$ cat config.mk
export PLATFORM = sky130hd
export DESIGN_NAME = logic_issue_ctrl
export DESIGN_NICKNAME = d
export VERILOG_FILES = /design/src/rtl/logic_issue_ctrl.sv
export SDC_FILE = /design/constraint.sdc
export NUM_CORES = 1
export LEC_CHECK = 0
export ABC_AREA = 1
export CAP_MARGIN = 10
export CORE_AREA = 2 2 149 151
export DETAILED_ROUTE_END_ITERATION = 10
export DIE_AREA = 0 0 151 153
export PLACE_DENSITY = 0.81
export SLEW_MARGIN = 30
export SYNTH_ARGS = -nofsm -noshare
export SYNTH_HDL_FRONTEND = slang
export SYNTH_SLANG_ARGS = --single-unit
$ cat constraint.sdc
create_clock -name clk -period 2 [get_ports clk]
set_input_delay 0.3 -clock clk [delete_from_list [all_inputs] [get_ports clk]]
set_output_delay 0.3 -clock clk [all_outputs]
set_load 0.02 [all_outputs]
$ cat src/rtl/logic_issue_ctrl.sv
// Issue sequencer for the 16-bit logic unit: reads operands from an 8-entry register file, drives the unit, writes back the low result half.
// Optional LOGIC_ISSUE_ZFLAG_EN adds a res_zero flag pulsed alongside res_valid.
module logic_issue_ctrl #(
  parameter int DATA_W   = 16,
  parameter int HI_CHECK = 1
) (
  input  logic                  clk,
  input  logic                  rst,
  input  logic                  instr_valid,
  output logic                  instr_ready,
  input  logic [15:0]           instr,
  input  logic                  ld_en,
  input  logic [2:0]            ld_addr,
  input  logic [DATA_W-1:0]     ld_data,
  output logic [2:0]            alu_opcode,
  output logic [DATA_W-1:0]     alu_in_a,
  output logic [DATA_W-1:0]     alu_in_b,
  input  logic [2*DATA_W-1:0]   alu_result,
  output logic                  res_valid,
  output logic [DATA_W-1:0]     res_data,
  output logic                  res_err,
  input  logic [2:0]            dbg_addr,
  output logic [DATA_W-1:0]     dbg_data
`ifdef LOGIC_ISSUE_ZFLAG_EN
  ,
  output logic                  res_zero
`endif
);

  localparam logic [2:0] OP_ILLEGAL = 3'b011;

  typedef enum logic [1:0] {
    S_IDLE,
    S_ISSUE,
    S_WB
  } state_t;

  state_t state, state_nxt;

  logic [DATA_W-1:0] rf [8];
  logic [2:0]        rd_q;
  logic              illegal_q;
  logic [DATA_W-1:0] hi_q;

  logic [2:0] instr_op, instr_rd, instr_ra, instr_rb;
  logic       accept;
  logic       unused_instr_bits;

  assign instr_op = instr[15:13];
  assign instr_rd = instr[12:10];
  assign instr_ra = instr[9:7];
  assign instr_rb = instr[6:4];
  assign unused_instr_bits = ^instr[3:0];

  // A pending load wins the cycle; the instruction simply waits.
  assign instr_ready = (state == S_IDLE) && !ld_en;
  assign accept      = instr_valid && instr_ready;

  always_ff @(posedge clk) begin
    if (rst) begin
      state <= S_IDLE;
    end else begin
      state <= state_nxt;
    end
  end

  always_comb begin
    state_nxt = state;
    case (state)
      S_IDLE:  if (accept) state_nxt = S_ISSUE;
      S_ISSUE: state_nxt = S_WB;
      S_WB:    state_nxt = S_IDLE;
      default: state_nxt = S_IDLE;
    endcase
  end

  always_ff @(posedge clk) begin
    if (rst) begin
      for (int i = 0; i < 8; i++) rf[i] <= '0;
      rd_q       <= '0;
      illegal_q  <= 1'b0;
      hi_q       <= '0;
      alu_opcode <= '0;
      alu_in_a   <= '0;
      alu_in_b   <= '0;
      res_data   <= '0;
    end else begin
      if (state == S_IDLE && ld_en) begin
        rf[ld_addr] <= ld_data;
      end
      if (accept) begin
        rd_q      <= instr_rd;
        illegal_q <= (instr_op == OP_ILLEGAL);
        // Illegal ops leave the logic unit inputs exactly as they were.
        if (instr_op != OP_ILLEGAL) begin
          alu_opcode <= instr_op;
          alu_in_a   <= rf[instr_ra];
          alu_in_b   <= rf[instr_rb];
        end
      end
      if (state == S_ISSUE && !illegal_q) begin
        res_data <= alu_result[DATA_W-1:0];
        hi_q     <= alu_result[2*DATA_W-1:DATA_W];
      end
      if (state == S_WB && !illegal_q) begin
        rf[rd_q] <= res_data;
      end
    end
  end

  assign res_valid = (state == S_WB) && !illegal_q;
  assign res_err   = (state == S_WB) &&
                     (illegal_q || ((HI_CHECK != 0) && (hi_q != '0)));
  assign dbg_data  = rf[dbg_addr];

`ifdef LOGIC_ISSUE_ZFLAG_EN
  assign res_zero = res_valid && (res_data == '0);
`endif

endmodule

## Yosys cells after proc, flatten, opt, wreduce, memory -nomap -nowiden

Memories as Yosys holds them, arrays and structs flattened. A register that Yosys moved wholly into a read port is not among the register bits.
Cells that the tools add are included.

| word-level totals | value |
|---|---|
| bits in registers | 41 |
| latch bits | 0 |
| RAM bits | 128 |
| ROM bits | 0 |
| bits of input ports | 74 |
| output and inout bits | 70 |
| logic and storage cells | 42 |
| memories kept | 1 |

| operators by class | value |
|---|---|
| add/subtract/negate cells | 0 |
| multiply operators | 0 |
| divide/modulo/power cells | 0 |
| magnitude comparators | 0 |
| equality and inequality tests | 5 |
| shifts and indexed selects | 0 |
| mux-type cells | 16 |
| bitwise logic cells | 0 |
| reductions and logical operators | 14 |

Memory list:

| memory | words | width | read ports | clocked after Yosys merged registers in | write ports | RTL line | text |
|---|---|---|---|---|---|---|---|
| rf | 8 | 16 | 3 | 2 | 8 | 40 | `logic [DATA_W-1:0] rf [8];` |

Operators by type and width:

| kind | number |
|---|---|
| two-way mux 16 bit | 2 |
| OR reduction 16 bit | 2 |
| nonzero test 16 bit | 1 |
| two-way mux 1 bit | 10 |
| logical AND 1 bit | 6 |
| two-way mux 3 bit | 2 |
| case mux 2 bit (2 select lines) | 1 |
| equality test 3 x 2 -> 1 bit (second input constant) | 1 |
| != test 3 x 2 -> 1 bit (second input constant) | 1 |
| equality test 2 x 1 -> 1 bit (second input constant) | 1 |
| equality test 2 bit (second input constant) | 1 |
| zero test 1 bit | 2 |
| zero test 2 bit | 1 |
| two-way mux 2 bit | 1 |
| != test 2 bit (second input constant) | 1 |
| AND reduction 2 bit | 1 |
| logical OR 1 bit | 1 |

## Longest topological paths before layout

Gate-level depths: netlist (run 1).

| depth | value |
|---|---|
| word-level depth | 8 |
| depth in mapped cells | 10 |

## Least setup slack after synthesis (run 1)

No wires, ideal clock.

| timing | value |
|---|---|
| kind | register -> register |
| start | register state[1] |
| end | memory rf[0][0] (enable) |
| library setup time | 372 ps |
| data arrival time | 1731 ps |
| data required time | 1628 ps |
| path slack | -103 ps |
| stages on the path, launching flop included | 11 |
| path buffers | 2 |
| period minus slack after synthesis | 2103 ps |
| cell sequence | dfxtp_1 inv_2 nor2_4 nand3_2 buf_6 nand2_1 nand2_2 nor2_8 nand2_4 buf_2 nand2_1 |

RTL lines:

| what | RTL line | text |
|---|---|---|
| start, declared | 38 | `state_t state, state_nxt;` |
| start signal, assigned | 63 | `state <= state_nxt;` |
| end, declared | 40 |  |

==> results of run 1 <==
## sequential cells by signal (all words and copies together) (netlist names)
register,cells
alu_in_a,16
alu_in_b,16
alu_opcode,3
hi_q,16
illegal_q,1
rd_q,3
res_data,16
rf,128
state,2
## timing repair
item | in CTS | in global routing
hold endpoints to repair | 0 | 0
pin swaps | 0 | 2
endpoints found under the setup margin | 27 | 95
setup buffers | 0 | 4
cloned | 1 | 0
resized for setup | 57 | 34
## routing by layer
layer | global-route usage, % | routed length [um]
met1 | 37.06 | 12410
met2 | 44.09 | 14730
met3 | 7.134 | 4276
met4 | 9.835 | 1151
met5 | 0 | 0
## cell type report
type                       count  area [um2]
sequential                   201        5305
inverter                     112       421.7
fill                        1831        7878
timing repair buffer         221        2317
antenna                        1       2.502
clock inverter                 5       22.52
multi-input combinational    927        4518
clock buffer                  35       670.6
tap                          280       350.3
## path summary, 6_finish.rpt
check	to	slack [ns]	cells after the start
worst max register to register	rf[3][0]	0.09	10
worst min register to register	alu_opcode[2]	0.44	2
worst min-delay path	alu_in_a[14]	0.26	5
worst max-delay path	dbg_data[7]	0.03	7
## power groups by stage
stage | clock network [W] | logic (W) | registers [W]
6_report | 0.00386 | 0.00171 | 0.00474
4_1_cts | 0.00390 | 0.00170 | 0.00473
3_3_place_gp | 0 | 0.00166 | 0.00481
3_5_place_dp | 0 | 0.00169 | 0.00482
5_1_grt | 0.00409 | 0.00185 | 0.00476
2_1_floorplan | 0 | 0.000856 | 0.00485
## cell usage after synthesis, drive strengths merged
cell	number
dfxtp	73
inv	110
edfxtp	128
o21ai	196
o211ai	64
a21oi	149
nor3	3
nand2	217
clkbuf	77
nand3	100
clkinv	2
a21boi	1
nor2	187
nand3b	1
nand4	9
buf	24
## worst register-to-register path, cell delays in order, from the launching register on
cell and delay, ns:
dfxtp_1 0.37, inv_2 0.08, nor2_4 0.20, buf_4 0.15, buf_4 0.10, nand4_1 0.09, nand2_2 0.15, nor2_4 0.06
nand2_2 0.07, buf_4 0.30, nor2_1 0.09
## metrics by stage
step	hold slack, ns	area, um2	power, W
4_1_cts	0.2609	13640	0.01033
6_report	0.2618	13610	0.01031
3_3_place_gp	0.4338	12900	0.006465
5_1_grt	0.3208	13610	0.01070
3_5_place_dp	0.4342	12900	0.006509
2_1_floorplan	0.3716	10640	0.005705
## placed cells by master, fill, tap and decap left out, drive strengths merged
master / synthesis / final
clkdlybuf4s50: 0 / 114
inv: 110 / 110
nand2: 217 / 217
edfxtp: 128 / 128
dlygate4sd2: 0 / 1
clkdlybuf4s15: 0 / 3
nand3: 100 / 100
a21oi: 149 / 149
buf: 24 / 96
nand3b: 1 / 1
a21boi: 1 / 1
clkbuf: 77 / 41
dfxtp: 73 / 73
diode: 0 / 1
o21ai: 196 / 196
o211ai: 64 / 64
clkinv: 2 / 7
nand4: 9 / 9
nor2: 187 / 187
nor3: 3 / 3
bufbuf: 0 / 1
## logic make-up (layout without fill, tap and decap cells)
kind of cell           Yosys count  in the layout  share of synthesized area (%)
AOI/OAI and AO/OA              410            410                          21.38
other                            0              1                              0
buffers and inverters          213            373                          7.902
and+or+nand+nor                517            517                          20.86
DFF                            201            201                          49.86
==> flow_summary_export.csv, run 1 <==
group,metric,value,unit
status,status,"finished clean",
setup_path,path_cells,"inv_2 > a21oi_1 > o21ai_0 > o21ai_1 > nand2_1 > nand2_1 > buf_4",
global_route,grtUsageTotal,27.84,%
power,seq_power_share,46.0,%
setup_path,critPathSlowestCell,"edfxtp_1",
logic_synthesis,syn_area,10640,um2
routing,drtIter0Drc,1413,
logic_synthesis,avgSynthCellArea,7.935,um2
floorplan,initial_core_util,49.52,%
routing,vias,10390,
timing,relSlewSlack,57.53,%
setup_path,cp_common_cell,"nand2_1",
placement,place_congestion,0.9341,
clocking,holdBufCountCts,0,
placement,dp_slack,-0.4825,ns
logic_synthesis,synthTopCellsByArea,"edfxtp_1 36%, dfxtp_1 14%, o21ai_0 9.2%",
cells_and_area,layoutNonFillerInstCount,1782,
logic_synthesis,syn_nets,1415,
power,share_comb_of_total_power,16.6,%
clocking,clk_pin_slew_worst_paths,0.06,ns
logic_synthesis,synth_top_area_share,36.12,%
logic_synthesis,yosysUniqueCellTypes,27,
job,maxCapViolCount,0,
timing,finalCriticalPeriod,1.974,ns
setup_path,critical_path.startpoint_type,"flop",
power,clkPwrFrac,37.4,%
clocking,cts_buffers,22,
timing,slew_violations,0,
floorplan,core-area,21490,um2
routing,firstDrtPassIters,7,
floorplan,die_w,151,um
placement,port-buffer-count,139,
clocking,htreeDepth,1,
logic_synthesis,synth_seq_cells,201,
timing,skew,0.01028,ns
power,p_leak,5.480,nW
floorplan,core.rowCount,54,
clocking,cts-root-buf,"clkbuf_16",
setup_path,cp_data_arrival_time,1.67,ns
cells_and_area,layout-drive-gt1-share,13.06,%
global_route,antenna_found_initial,0,
power,max-vdd-ir-drop,0.0005559,V
global_route,grt_pass1_wl,50460,um
routing,avgRoutedWirePerCell,18.28,um
setup_path,endpoint_kind,"primary output",
clocking,cts_max_path_buffers,3,
floorplan,io_pins,144,
setup_path,cp_data_required_time,1.70,ns
global_route,grt_overflow,0,
setup_path,crit_fanout,3,
setup_path,crit_buf_inv,2,
timing,worst_pin_slew,0.6370,ns
timing,clock.fmax,506.5,MHz
floorplan,dieArea,23100,um2
clocking,cts_sinks,201,
logic_synthesis,yosysWarnings,0,
cells_and_area,syn_to_final_growth,27.89,%
setup_path,path_class,"reg -> out",
floorplan,die_h,153,um
cells_and_area,fin_util,63.34,%
clocking,insertion_delay,0.51,ns
power,switching_share,26.26,%
setup_path,setup.worst_path.start,"rf[5][7]",
placement,dp_hpwl,21380,um
setup_path,cp_top_family,"flip-flops",
global_route,grt_max_degree,65,
setup_path,slowest_delay,0.43,ns
routing,viasPerCell,5.829,
global_route,grt_pass1_vias,9693,
worst_hold_path,hp-start,"instr[7]",
cells_and_area,nNetsFinal,1559,
power,powerDensity,757.7,nW/um2
routing,drtAntennaViolNets,0,
logic_synthesis,yosysTopAreaCell,"edfxtp_1",
timing,setup_viol,0,
setup_path,r2r-start,"state[1]",
timing,fin_crit_sh,98.72,%
clocking,cts_tree,"built",
logic_synthesis,synthCells,1341,
placement,place_inst,1736,
logic_synthesis,yosysSeqAreaShare,49.86,%
timing,hold_viol,0,
power,p_int,0.007603,W
timing,setup_ws,0.02566,ns
routing,drc_errors,0,
worst_hold_path,hold_path.class,"in -> reg",
power,power.switching,0.002708,W
routing,route.final.wire_length,32570,um
timing,totalNegativeSetupSlack,0,ns
Note: power is estimated with default switching activity, not from simulation.
==> run 2: changes to the inputs <==
--- a/config.mk
+++ b/config.mk
@@ -15,3 +15,4 @@
 export SYNTH_ARGS = -nofsm -noshare
 export SYNTH_HDL_FRONTEND = slang
 export SYNTH_SLANG_ARGS = --single-unit
+export TNS_END_PERCENT = 5
==> flow_summary_export.csv, run 2 (same netlist as run 1, synthesis figures left out) <==
group,metric,value,unit
routing,drtIter0Drc,1314,
power,p_leak,5.464,nW
timing,skew,0.01261,ns
cells_and_area,largest-register,"rf",
floorplan,die_h,153,um
setup_path,setup.worst_path.start,"rf[1][6]",
cells_and_area,syn_to_final_growth,27.58,%
placement,dp_slack,-0.4825,ns
global_route,grt_pass1_vias,9695,
global_route,grt_pass1_wl,50190,um
setup_path,path_cells,"inv_1 > a21oi_1 > o21ai_0 > o21ai_0 > nand2_1 > nand2_1 > clkdlybuf4s15_2",
timing,clock.fmax,498.0,MHz
cells_and_area,layout-drive-gt1-share,12.86,%
setup_path,critical_path.startpoint_type,"flop",
setup_path,cp_num_cells,7,
floorplan,dieArea,23100,um2
setup_path,cp_top_family,"buffers and inverters",
cells_and_area,final_common_cell,"nand2_1",
floorplan,initial_core_util,49.52,%
placement,dp_hpwl,21380,um
setup_path,cp_data_arrival_time,1.71,ns
timing,fin_crit_sh,100.4,%
global_route,antenna_found_initial,0,
clocking,cts-root-buf,"clkbuf_16",
routing,viasPerCell,5.792,
setup_path,crit_path_end,"dbg_data[6]",
cells_and_area,largest_reg_flops,128,
setup_path,path_class,"reg -> out",
job,maxCapViolCount,0,
routing,route.final.wire_length,32320,um
cells_and_area,layout_common_cells,"202 x nand2_1, 195 x o21ai_0, 179 x nor2_1, 133 x a21oi_1, 128 x edfxtp_1",
placement,port-buffer-count,139,
timing,setup_ws,-0.007913,ns
placement,place_inst,1736,
floorplan,io_pins,144,
timing,rsz0062_at_grt,"yes",
floorplan,core-area,21490,um2
power,max-vdd-ir-drop,0.0005595,V
status,violations,"negative setup slack",
setup_path,ff2ff_setup_slack,0.07,ns
floorplan,die_w,151,um
global_route,grt_max_degree,65,
floorplan,core.rowCount,54,
routing,drc_errors,0,
timing,relSlewSlack,57.79,%
power,power.total,0.01031,W
worst_hold_path,hold_path.class,"in -> reg",
setup_path,crit_buf_inv,2,
clocking,insertion_delay,0.52,ns
timing,slew_violations,0,
timing,worst_pin_slew,0.6331,ns
cells_and_area,fin_util,63.18,%
worst_hold_path,hp-start,"instr[7]",
timing,setup_viol,2,
setup_path,critPathSlowestCell,"edfxtp_1",
global_route,grtUsageTotal,27.69,%
placement,dpl_cell_area,12900,um2
setup_path,timing.rr.end,"rf[3][14]",
clocking,cts_tree,"built",
clocking,cts_max_path_buffers,3,
routing,avgRoutedWirePerCell,18.14,um
power,powerDensity,759.2,nW/um2
clocking,clk_pin_slew_worst_paths,0.06,ns
cells_and_area,fin_area,13570,um2
placement,place_congestion,0.9341,
clocking,cts_buffers,22,
setup_path,endpoint_kind,"primary output",
clocking,htreeDepth,1,
routing,drtAntennaViolNets,0,
global_route,grt_overflow,0,
timing,finalCriticalPeriod,2.008,ns
setup_path,r2r_cells,10,
setup_path,cp_data_required_time,1.70,ns
cells_and_area,layoutNonFillerInstCount,1782,
setup_path,crit_fanout,3,
clocking,holdBufCountCts,0,
clocking,cts_sinks,201,
cells_and_area,nNetsFinal,1559,
routing,vias,10320,
routing,firstDrtPassIters,9,
setup_path,r2r-start,"state[1]",
setup_path,slowest_delay,0.36,ns
status,status,"complete, but fails checks",
timing,hold_viol,0,
[run 2: cell types whose count changed in the layout (fill, tap and decap cells not counted), moves of 2 or more]
cell      before  now
clkbuf_2       6    9
buf_2         11    9
inv_1         94   96
inv_2         16   14
[run 2: metrics by stage]
stage          hold slack (ns)  TNS [ns]
6_report                0.2562  -0.01431
5_1_grt                 0.3208   -0.1855
4_1_cts                 0.2609  -0.04323
3_5_place_dp            0.4342    -24.66
3_3_place_gp            0.4338    -16.84
2_1_floorplan           0.3716    -12.67
[run 2: layout make-up]
cell class | instances | area (um2)
repair buffers | 221 | 2285
well taps | 280 | 350.3
inverters | 112 | 424.2
flip-flops and latches | 201 | 5305
diodes | 1 | 2.502
fillers | 1829 | 7911
clock inverters | 5 | 22.52
clock buffers | 35 | 670.6
multi-input cells | 927 | 4514
[run 2: tightest hold or removal path: stages]
cell and delay [ns]:
buf_4 0.14, o21ai_0 0.09, nand3_1 0.08, nand3_1 0.07, nand2_1 0.05
[run 2: routing by layer]
layer	vias up	global-route usage [%]	part of all wire, %
met4	0	9.301	3.0
met3	97	7.104	13
li1	4871	-	-
met2	661	43.85	45
met1	4692	37.06	39
met5	-	0	0
[run 2: where the power goes]
group / switching, W / leakage [nW] / total (W) / internal [W]
combinational: 0.00101 / 3.20 / 0.00170 / 0.000692
sequential: 0.000124 / 1.92 / 0.00474 / 0.00462
clock: 0.00158 / 0.343 / 0.00386 / 0.00229
[run 2: repair_timing]
item / in CTS / in global routing
endpoints found under the setup margin: 27 / 115
pin swaps: 0 / 2
buffers inserted: 0 / 5
endpoints found under the hold margin: 0 / 0
gates resized for setup: 51 / 33
[run 2: how the worst min path moves through the flow]
stage	slack, ns	cells after the start	end
floorplan	0.37	1	state[1]
global placement	0.43	2	alu_opcode[2]
detailed placement	0.43	2	alu_opcode[2]
CTS	0.26	5	alu_in_a[14]
global route	0.32	5	alu_in_a[14]
finish	0.26	5	alu_in_a[14]
==> run 3: changes to the inputs <==
--- a/config.mk
+++ b/config.mk
@@ -5,13 +5,12 @@
 export SDC_FILE = /design/constraint.sdc
 export NUM_CORES = 1
 export LEC_CHECK = 0
-export ABC_AREA = 1
+export ABC_AREA = 0
 export CAP_MARGIN = 10
-export CORE_AREA = 2 2 149 151
+export CORE_AREA = 2 2 147 149
 export DETAILED_ROUTE_END_ITERATION = 10
-export DIE_AREA = 0 0 151 153
+export DIE_AREA = 0 0 149 151
 export PLACE_DENSITY = 0.81
-export SLEW_MARGIN = 30
 export SYNTH_ARGS = -nofsm -noshare
 export SYNTH_HDL_FRONTEND = slang
 export SYNTH_SLANG_ARGS = --single-unit
==> flow_summary_export.csv, run 3 <==
group,metric,value,unit
timing,hold_viol,0,
timing,clock.fmax,460.7,MHz
clocking,insertion_delay,0.52,ns
logic_synthesis,synthTopCellsByArea,"edfxtp_1 37%, mux4_2 21%, dfxtp_1 14%",
cells_and_area,largest-register,"rf",
logic_synthesis,synthTopCellsByCount,"132 x nor2_1, 128 x edfxtp_1, 96 x mux4_2, 73 x dfxtp_1, 72 x nand2_1",
cells_and_area,final_common_cell,"edfxtp_1",
timing,worst_pin_slew,0.6196,ns
status,status,"complete, but fails checks",
cells_and_area,layout-drive-gt1-share,39.77,%
cells_and_area,num_antenna_cells,0,
floorplan,dieArea,22500,um2
cells_and_area,layout_common_cells,"128 x edfxtp_1, 125 x nor2_1, 123 x buf_4, 115 x clkdlybuf4s50_1, 96 x mux4_2",
logic_synthesis,async_flop_share,0,%
logic_synthesis,yosysWarnings,0,
placement,place_congestion,0.8458,
setup_path,critPathSlowestCell,"mux4_2",
timing,finalCriticalPeriod,2.171,ns
global_route,grt_pass1_wl,45020,um
placement,port-buffer-count,139,
logic_synthesis,yosysSeqAreaShare,51.68,%
setup_path,path_cells,"mux4_2 > mux2_4 > buf_6",
timing,slew_violations,0,
timing,relSlewSlack,58.69,%
floorplan,die_w,149,um
cells_and_area,largest_reg_flops,128,
clocking,cts-root-buf,"clkbuf_16",
floorplan,die_h,151,um
clocking,cts_max_path_buffers,3,
power,max-vdd-ir-drop,0.0004851,V
setup_path,crit_fanout,3,
logic_synthesis,yosysTopAreaCell,"edfxtp_1",
logic_synthesis,synthCells,740,
clocking,cts_tree,"built",
setup_path,path_class,"reg -> out",
cells_and_area,regArea,5311,um2
logic_synthesis,synth_seq_cells,201,
setup_path,slowest_delay,0.50,ns
clocking,cts_buffers,23,
setup_path,cp_top_family,"multiplexers",
placement,dp_hpwl,18820,um
timing,skew,0.01091,ns
logic_synthesis,avgSynthCellArea,13.87,um2
clocking,cts_sinks,201,
floorplan,initial_core_util,49.30,%
setup_path,cp_data_arrival_time,1.87,ns
timing,totalNegativeSetupSlack,-3.208,ns
routing,drc_errors,0,
clocking,clk_pin_slew_worst_paths,0.06,ns
power,p_leak,5.334,nW
logic_synthesis,syn_area,10260,um2
global_route,grt_overflow,0,
timing,setup_viol,74,
cells_and_area,multi_input_comb_area,4801,um2
routing,viasPerCell,5.949,
setup_path,cp_data_required_time,1.70,ns
timing,setup_ws,-0.1706,ns
routing,drtIter0Drc,635,
worst_hold_path,hold_path.class,"in -> reg",
logic_synthesis,synth_most_common_cell,"nor2_1",
global_route,antenna_found_initial,0,
logic_synthesis,syn_nets,814,
setup_path,critical_path.startpoint_type,"flop",
timing,rsz0062_at_grt,"yes",
power,powerDensity,736.1,nW/um2
job,maxCapViolCount,0,
setup_path,endpoint_kind,"primary output",
clocking,htreeDepth,1,
routing,route.final.wire_length,29500,um
global_route,grt_max_degree,50,
routing,vias,7740,
routing,drtAntennaViolNets,0,
logic_synthesis,ys.flop_type,"edfxtp_1",
routing,firstDrtPassIters,5,
floorplan,core-area,20820,um2
cells_and_area,nNetsFinal,1083,
cells_and_area,syn_to_final_growth,38.58,%
logic_synthesis,synth_edf_count,128,
global_route,grt_pass1_vias,7992,
setup_path,crit_buf_inv,1,
cells_and_area,fillCellCount,1404,
floorplan,io_pins,144,
status,violations,"negative setup slack",
logic_synthesis,synth_top_area_share,37.45,%
global_route,grtUsageTotal,26.46,%
routing,avgRoutedWirePerCell,22.67,um
logic_synthesis,yosysUniqueCellTypes,33,
timing,fin_crit_sh,108.5,%
clocking,holdBufCountCts,0,
floorplan,core.rowCount,53,
timing,holdWs,0.3295,ns
[run 3: worst reg2reg max path: cells and delay by family, from the launching register on]
family | cells | cell delay [ns]
buf+inv | 2 | 0.36
simple gates | 3 | 0.63
mux | 1 | 0.39
flops | 1 | 0.37
[run 3: area by class of cell]
| class | count | area share, % |
|---|---|---|
| sequential | 201 | 37.34 |
| multi-input combinational | 481 | 33.75 |
| timing repair buffer | 302 | 21.61 |
| clock buffer | 26 | 4.125 |
| tap | 275 | 2.419 |
| clock inverter | 16 | 0.7564 |
[run 3: where the power goes]
part | leakage, nW | internal [W] | switching (W)
clock | 0.333 | 0.00223 | 0.00169
combinational | 3.08 | 0.00102 | 0.000805
sequential | 1.92 | 0.00460 | 0.000132
[run 3: kinds of logic after synthesis]
group	Yosys count	synth area share (%)
AND/OR/NAND/NOR	243	11.43
flip-flops	201	51.68
multiplexers	166	28.99
AO/OA/AOI/OAI	72	4.912
buffers and inverters	58	2.987
[run 3: final timing paths]
check	start	slack (ns)	end	cells past startpoint
hold reg to reg	hi_q[2]	0.46	hi_q[2]	2
hold / removal	alu_result[15]	0.33	res_data[15]	3
setup reg to reg	illegal_q	-0.03	rf[2][7]	6
setup / recovery	rf[7][13]	-0.17	dbg_data[13]	3
[run 3: routing by layer]
metal,routed length [um],track usage (%),part of all wire [%],vias up
met3,2763,5.000,9.4,75
met4,865,8.762,2.9,0
met2,14730,45.39,50,457
met5,0,0,0,-
met1,11140,34.17,38,3834
li1,-,-,-,3374
[run 3: metrics by stage]
step                      std cells  area (um2)  setup slack (ns)  utilization [%]  total power (W)
after floorplan                 740       10330           -0.1750                -         0.005689
after global placement         1222       13140           -0.5165            63.11         0.006467
after detailed placement       1222       13140           -0.5572            63.11         0.006510
after CTS                      1296       14130           -0.1627            67.88          0.01043
after global routing           1301       14220           -0.2018            68.32          0.01077
final                          1301       14220           -0.1706            68.32          0.01047
[run 3: timing repair]
| item | 4_1_cts | 5_1_grt |
|---|---|---|
| gates cloned | 1 | 0 |
| setup endpoints to repair | 155 | 143 |
| pin swaps | 4 | 4 |
| setup buffers | 31 | 5 |
| resized for setup | 105 | 17 |
